===== src/rtl/serial_alu_exec.sv =====
// serial_alu_exec: slice-serial ALU for the multi-cycle EX stage.
// Executes one alu_control operation over WIDTH/SLICE cycles under a
// start/busy/done handshake. The controller holds the stage until done.
// Optional build macro: SERIAL_ALU_LOGIC_BYPASS_EN -- when defined, AND/OR/XOR
// and illegal codes finish in a single RUN cycle using a full-width bitwise op.
module serial_alu_exec #(
  parameter int WIDTH = 32,
  parameter int SLICE = 8
) (
  input  logic             clk,
  input  logic             rst_n,
  input  logic             start,
  input  logic [3:0]       alu_control,
  input  logic [WIDTH-1:0] a,
  input  logic [WIDTH-1:0] b,
  output logic             busy,
  output logic             done,
  output logic [WIDTH-1:0] result,
  output logic             zero,
  output logic             overflow,
  output logic             illegal
);

  // Guarded so a bad SLICE does not trip a divide-by-zero before the check fires
  localparam int SLICE_SAFE = (SLICE < 1) ? 1 : SLICE;
  localparam int N          = WIDTH / SLICE_SAFE;
  localparam int CNT_W      = (N > 1) ? $clog2(N) : 1;
  localparam logic [CNT_W-1:0] CNT_LAST = CNT_W'(N - 1);

  localparam logic [3:0] OP_AND = 4'b0000;
  localparam logic [3:0] OP_OR  = 4'b0001;
  localparam logic [3:0] OP_ADD = 4'b0010;
  localparam logic [3:0] OP_XOR = 4'b0011;
  localparam logic [3:0] OP_SUB = 4'b0110;
  localparam logic [3:0] OP_SLT = 4'b0111;

  generate
    if ((SLICE < 1) || ((WIDTH % SLICE_SAFE) != 0)) begin : g_bad_param
      $error("serial_alu_exec: SLICE must be >= 1 and divide WIDTH");
    end
  endgenerate

  typedef enum logic [1:0] {
    S_IDLE = 2'd0,
    S_RUN  = 2'd1,
    S_DONE = 2'd2
  } state_t;

  // SUB and SLT both compute a + ~b + 1
  function automatic logic f_is_sub(input logic [3:0] op);
    f_is_sub = (op == OP_SUB) || (op == OP_SLT);
  endfunction

`ifdef SERIAL_ALU_LOGIC_BYPASS_EN
  // Operations that can finish in one cycle: everything except the arithmetic ones
  function automatic logic f_is_fast(input logic [3:0] op);
    f_is_fast = !((op == OP_ADD) || (op == OP_SUB) || (op == OP_SLT));
  endfunction
`endif

  state_t             r_state;
  state_t             w_state_nx;
  logic               w_accept;
  logic               w_last;

  logic [WIDTH-1:0]   r_a;
  logic [WIDTH-1:0]   r_b;
  logic [3:0]         r_op;
  logic               r_carry;
  logic [CNT_W-1:0]   r_cnt;
  logic [WIDTH-1:0]   r_acc;

  logic               r_busy;
  logic               r_done;
  logic [WIDTH-1:0]   r_result;
  logic               r_zero;
  logic               r_overflow;
  logic               r_illegal;

  logic [SLICE-1:0]   w_a_sl;
  logic [SLICE-1:0]   w_b_eff;
  logic [SLICE:0]     w_sum_ext;
  logic               w_cout;
  logic               w_cin_msb;
  logic               w_ovf_raw;
  logic [SLICE-1:0]   w_slice_res;
  logic [WIDTH-1:0]   w_acc_next;
  logic [WIDTH-1:0]   w_final;
  logic               w_final_ovf;
  logic               w_final_ill;
`ifdef SERIAL_ALU_LOGIC_BYPASS_EN
  logic [WIDTH-1:0]   w_logic_full;
`endif

  assign w_accept = start && (r_state != S_RUN);

  // Last RUN cycle: final slice, or the single-cycle logic path when enabled
  always_comb begin
    w_last = (r_cnt == CNT_LAST);
`ifdef SERIAL_ALU_LOGIC_BYPASS_EN
    if (f_is_fast(r_op)) begin
      w_last = 1'b1;
    end else begin
      w_last = (r_cnt == CNT_LAST);
    end
`endif
  end

  // FSM state register
  always_ff @(posedge clk or negedge rst_n) begin
    if (!rst_n) begin
      r_state <= S_IDLE;
    end else begin
      r_state <= w_state_nx;
    end
  end

  // FSM next-state logic; DONE can accept directly for back-to-back operation
  always_comb begin
    w_state_nx = r_state;
    case (r_state)
      S_IDLE: begin
        if (w_accept) w_state_nx = S_RUN;
        else          w_state_nx = S_IDLE;
      end
      S_RUN: begin
        if (w_last) w_state_nx = S_DONE;
        else        w_state_nx = S_RUN;
      end
      S_DONE: begin
        if (w_accept) w_state_nx = S_RUN;
        else          w_state_nx = S_IDLE;
      end
      default: w_state_nx = S_IDLE;
    endcase
  end

  // FSM outputs, registered from the next state so busy/done are glitch-free
  always_ff @(posedge clk or negedge rst_n) begin
    if (!rst_n) begin
      r_busy <= 1'b0;
      r_done <= 1'b0;
    end else begin
      r_busy <= (w_state_nx == S_RUN);
      r_done <= (w_state_nx == S_DONE);
    end
  end

  // Current slice: operands are shifted right so the active slice is always at the bottom
  always_comb begin
    w_a_sl    = r_a[SLICE-1:0];
    w_b_eff   = f_is_sub(r_op) ? ~r_b[SLICE-1:0] : r_b[SLICE-1:0];
    w_sum_ext = {1'b0, w_a_sl} + {1'b0, w_b_eff} + {{SLICE{1'b0}}, r_carry};
    w_cout    = w_sum_ext[SLICE];
    // Carry into the top bit recovered from that bit's sum and inputs
    w_cin_msb = w_sum_ext[SLICE-1] ^ w_a_sl[SLICE-1] ^ w_b_eff[SLICE-1];
    w_ovf_raw = w_cin_msb ^ w_cout;
    case (r_op)
      OP_AND:  w_slice_res = w_a_sl & r_b[SLICE-1:0];
      OP_OR:   w_slice_res = w_a_sl | r_b[SLICE-1:0];
      OP_XOR:  w_slice_res = w_a_sl ^ r_b[SLICE-1:0];
      OP_ADD:  w_slice_res = w_sum_ext[SLICE-1:0];
      OP_SUB:  w_slice_res = w_sum_ext[SLICE-1:0];
      OP_SLT:  w_slice_res = w_sum_ext[SLICE-1:0];
      default: w_slice_res = {SLICE{1'b0}};
    endcase
    // New slice enters at the top; after N cycles slice 0 has reached bit 0
    w_acc_next = (r_acc >> SLICE) | (WIDTH'(w_slice_res) << (WIDTH - SLICE));
  end

`ifdef SERIAL_ALU_LOGIC_BYPASS_EN
  // Full-width bitwise result for the single-cycle logic path
  always_comb begin
    case (r_op)
      OP_AND:  w_logic_full = r_a & r_b;
      OP_OR:   w_logic_full = r_a | r_b;
      OP_XOR:  w_logic_full = r_a ^ r_b;
      default: w_logic_full = {WIDTH{1'b0}};
    endcase
  end
`endif

  // Final result and flags, meaningful only in the last RUN cycle
  always_comb begin
    w_final     = {WIDTH{1'b0}};
    w_final_ovf = 1'b0;
    w_final_ill = 1'b0;
    case (r_op)
      OP_AND, OP_OR, OP_XOR: begin
`ifdef SERIAL_ALU_LOGIC_BYPASS_EN
        w_final = w_logic_full;
`else
        w_final = w_acc_next;
`endif
      end
      OP_ADD, OP_SUB: begin
        w_final     = w_acc_next;
        w_final_ovf = w_ovf_raw;
      end
      OP_SLT: begin
        // Signed less-than: sign of (a-b) corrected by its overflow
        w_final = WIDTH'(w_sum_ext[SLICE-1] ^ w_ovf_raw);
      end
      default: begin
        w_final_ill = 1'b1;
      end
    endcase
  end

  // Operand capture on accept, then per-slice shift, carry and counter in RUN
  always_ff @(posedge clk or negedge rst_n) begin
    if (!rst_n) begin
      r_a     <= {WIDTH{1'b0}};
      r_b     <= {WIDTH{1'b0}};
      r_op    <= 4'b0000;
      r_carry <= 1'b0;
      r_cnt   <= {CNT_W{1'b0}};
      r_acc   <= {WIDTH{1'b0}};
    end else if (w_accept) begin
      r_a     <= a;
      r_b     <= b;
      r_op    <= alu_control;
      r_carry <= f_is_sub(alu_control);
      r_cnt   <= {CNT_W{1'b0}};
      r_acc   <= {WIDTH{1'b0}};
    end else if (r_state == S_RUN) begin
      r_a     <= r_a >> SLICE;
      r_b     <= r_b >> SLICE;
      r_carry <= w_cout;
      r_cnt   <= r_cnt + CNT_W'(1);
      r_acc   <= w_acc_next;
    end else begin
      r_a     <= r_a;
      r_b     <= r_b;
      r_op    <= r_op;
      r_carry <= r_carry;
      r_cnt   <= r_cnt;
      r_acc   <= r_acc;
    end
  end

  // Visible result/flags load only when the operation completes, then hold
  always_ff @(posedge clk or negedge rst_n) begin
    if (!rst_n) begin
      r_result   <= {WIDTH{1'b0}};
      r_zero     <= 1'b0;
      r_overflow <= 1'b0;
      r_illegal  <= 1'b0;
    end else if ((r_state == S_RUN) && w_last) begin
      r_result   <= w_final;
      r_zero     <= ~|w_final;
      r_overflow <= w_final_ovf;
      r_illegal  <= w_final_ill;
    end else begin
      r_result   <= r_result;
      r_zero     <= r_zero;
      r_overflow <= r_overflow;
      r_illegal  <= r_illegal;
    end
  end

  assign busy     = r_busy;
  assign done     = r_done;
  assign result   = r_result;
  assign zero     = r_zero;
  assign overflow = r_overflow;
  assign illegal  = r_illegal;

endmodule

===== config.mk =====
export PLATFORM = sky130hd
export DESIGN_NAME = serial_alu_exec
export DESIGN_NICKNAME = d
export VERILOG_FILES = /design/src/rtl/serial_alu_exec.sv
export SDC_FILE = /design/constraint.sdc
export NUM_CORES = 1
export LEC_CHECK = 0
export ABC_AREA = 0
export CORE_AREA = 2 2 133 135
export CTS_BUF_LIST = sky130_fd_sc_hd__clkbuf_8
export DETAILED_ROUTE_END_ITERATION = 10
export DIE_AREA = 0 0 135 137
export SETUP_SLACK_MARGIN = 0.5
export SYNTH_ARGS = -nofsm -noshare
export SYNTH_HDL_FRONTEND = slang
export SYNTH_SLANG_ARGS = --single-unit

===== constraint.sdc =====
create_clock -name clk -period 3.3 [get_ports clk]
set_input_delay 0.33 -clock clk [delete_from_list [all_inputs] [get_ports clk]]
set_output_delay 0.33 -clock clk [all_outputs]
set_load 0.02 [all_outputs]

==> flow_summary.toml <==
[grt]
grt_overflow = 0
antenna_found_initial = 0
grt_pass1_wl_um = 26200
grt_pass1_vias = 5046
grt_max_degree = 86
grt_usage_pct = 18.3

[route]
wl_um = 16100
drt_iter0_drc = 265
dr.pass1.iters = 4
drc = 0
via_per_inst = 4.98
num_vias = 5121
ant_nets = 0
avgRoutedWirePerCell_um = 15.7

[floorplan]
start_util_pct = 39.5
fp-row-count = 48
dieHeight_um = 137
core_um2 = 17100
die-area_um2 = 18500
io_pins = 108
die_w_um = 135

[layout]
final_cell_mix = "nand2_1 (151), dfrtp_1 (134), clkdlybuf4s50_1 (105)"
n_antenna_cell = 0
final_common_cell = "nand2_1"
fill_cells = 1638
fin_area_um2 = 8610
final_nets = 888
drive_gt1_share_pct = 11.2
final_cells = 1029
area_growth_pct = 27.9
fin_util_pct = 50.5

[clocking]
worstSkewPairLatency_ns = 0.45
cts_tree = "built"
cts_buffers = 17
clockRootBuffer = "clkbuf_8"
clock-sinks = 134
clockBufferDepth = 2
clk_pin_slew_ns = 0.08
htreeDepth = 4

[sta]
worst_slew_pin_slew_ns = 0.792
period_needed_ns = 2.88
finalHoldViolations = 0
rsz0062_at_grt = "yes"
fmax_ghz = 0.347
clock_skew_ns = 0.0155
post-route-period-util_pct = 87.3
final-max-slew-violation-count = 0
relSlewSlack_pct = 47.2
setup_viol = 0
timing.setup.tns_ns = 0
holdWs_ns = 0.464

[logic_synthesis]
synth_seq_cells = 134
synth.largest_area_cell = "dfrtp_1"
synth_top_area_share_pct = 49.8
synth.distinct_cells = 51
syn-num-nets = 785
yosysWarnings = 0
syn_avg_cell_area_um2 = 9.79
yosysSeqAreaShare_pct = 49.8
synth_edf_count = 0
synthTopCellsByArea = "dfrtp_1 (50%), mux2i_1 (10%), nand2_1 (8.4%)"
syn-cell-area_um2 = 6730
synth_ff_type = "dfrtp_1"
synthArstFlopShare_pct = 100
syn_inst = 688

[critical_path]
path_buf_inv = 2
cp_max_fo = 2
max_stage_delay_ns = 0.39
crit_chain = "nand3b_1 -> xnor2_2 -> fa_2 -> inv_2 -> fa_2 -> a21o_1 -> a221oi_4 -> buf_4 -> o21ai_4 -> xnor2_2 -> xnor2_1 -> xnor2_1 -> o41ai_2"
end_kind = "register"
critPathTopFamily = "compound AO/OA/AOI/OAI gates"
cp_slowest_cell = "dfrtp_1"
cp.required_ns = 3.65
cp.arrival_ns = 3.23
critPathKind = "reg2reg"
critPathLaunchType = "register"

[outcome]
outcome = "finished, final reports clean"

[power]
power_density_nw_per_um2 = 940
p_clk_share_pct = 17.3
netSwitchingFraction_pct = 42.2
combPwrFrac_pct = 48.8
seq_power_share_pct = 33.8
vdd_drop_max_uv = 364
power.internal_mw = 4.68
power.net_switching_mw = 3.41
p_leak_nw = 3.97

[place]
port_buffers = 107
placed_area_um2 = 8030
place_hpwl_um = 11400
gp_congestion = 0.881
dp_cells = 988

[min_path]
hold_path.class = "in2reg"

[run]
maxCapViolations = 0
worst paths after layout:
path / endpoint / cells past startpoint / startpoint / slack (ns)
max: overflow$_DFFE_PN0P_ / 13 / r_op[3]$_DFFE_PN0P_ / 0.42
min: r_a[29]$_DFFE_PN0P_ / 3 / start / 0.46
max reg2reg: overflow$_DFFE_PN0P_ / 13 / r_op[3]$_DFFE_PN0P_ / 0.42
min reg2reg: result[23]$_DFFE_PN0P_ / 2 / result[23]$_DFFE_PN0P_ / 0.48
max in group asynchronous: r_b[6]$_DFFE_PN0P_ / 3 / rst_n / 2.01
min in group asynchronous: illegal$_DFFE_PN0P_ / 2 / rst_n / 0.52
cell families (layout without fill, tap and decap cells):
family / after synthesis / in the layout / synth area share [%]
compound gates: 128 / 128 / 11.1
mux: 74 / 74 / 11.1
xor+xnor: 18 / 18 / 2.45
simple gates: 239 / 239 / 16.2
fa+ha+maj: 26 / 26 / 5.05
flops: 134 / 134 / 49.8
buf+inv: 69 / 185 / 4.24
final cells by class:
class / instances / area (µm²) / share of cell area (%)
timing repair buffer: 129 / 1270 / 14.8
multi-input combinational: 485 / 3210 / 37.2
clock inverter: 13 / 144 / 1.67
sequential: 134 / 3350 / 38.9
inverter: 24 / 90.1 / 1.05
clock buffer: 19 / 262 / 3.04
tap: 225 / 282 / 3.27
registers in the layout (all words and copies together), names as in the netlist:
name      flops
r_acc        24
r_b          32
r_carry       1
result       32
busy          1
illegal       1
r_op          4
r_cnt         2
overflow      1
done          1
r_a          32
r_state       2
zero          1
through the flow:
stage          total power, mW  worst slack (ns)
2_1_floorplan             5.19             0.501
3_3_place_gp              6.35             0.432
3_5_place_dp              6.43             0.373
4_1_cts                   7.95             0.414
5_1_grt                   8.76             0.221
6_report                  8.09             0.418
worst min-delay path: cells and delay by family:
kind / cells / cell delay (ns)
AND/OR/NAND/NOR: 1 / 0.07
multiplexers: 1 / 0.18
buffers and inverters: 1 / 0.29
cells in the mapped netlist (all sizes together), types with 4 or more instances:
library cell    n
mux2i          67
nand3b         27
nand2         151
nor2           33
xnor2          15
inv            24
o21ai          90
a21oi          13
clkbuf         33
nor4            5
dfrtp         134
ha             24
nand3           4
nand2b          6
mux2            7
buf            12
metal layers:
metal	vias up	track usage [%]	routed length, µm
met5	-	0	0
met4	0	6.60	288
met3	22	5.11	883
met2	129	30.0	7680
met1	2425	23.3	7290
li1	2545	-	-
timing repair:
action,in CTS,in global routing
buffers inserted,5,3
resized for setup,5,17
endpoints found under the hold margin,83,0
pin swaps,9,6
hold buffers,1,0
endpoints found under the setup margin,3,10
power by group through the flow:
stage          clock [mW]  sequential [mW]  combinational, mW
5_1_grt              1.53             2.82               4.41
6_report             1.40             2.74               3.95
2_1_floorplan           0             2.86               2.33
3_5_place_dp            0             2.77               3.66
4_1_cts              1.44             2.74               3.77
3_3_place_gp            0             2.75               3.60
Power figures use the tool's default switching activity.
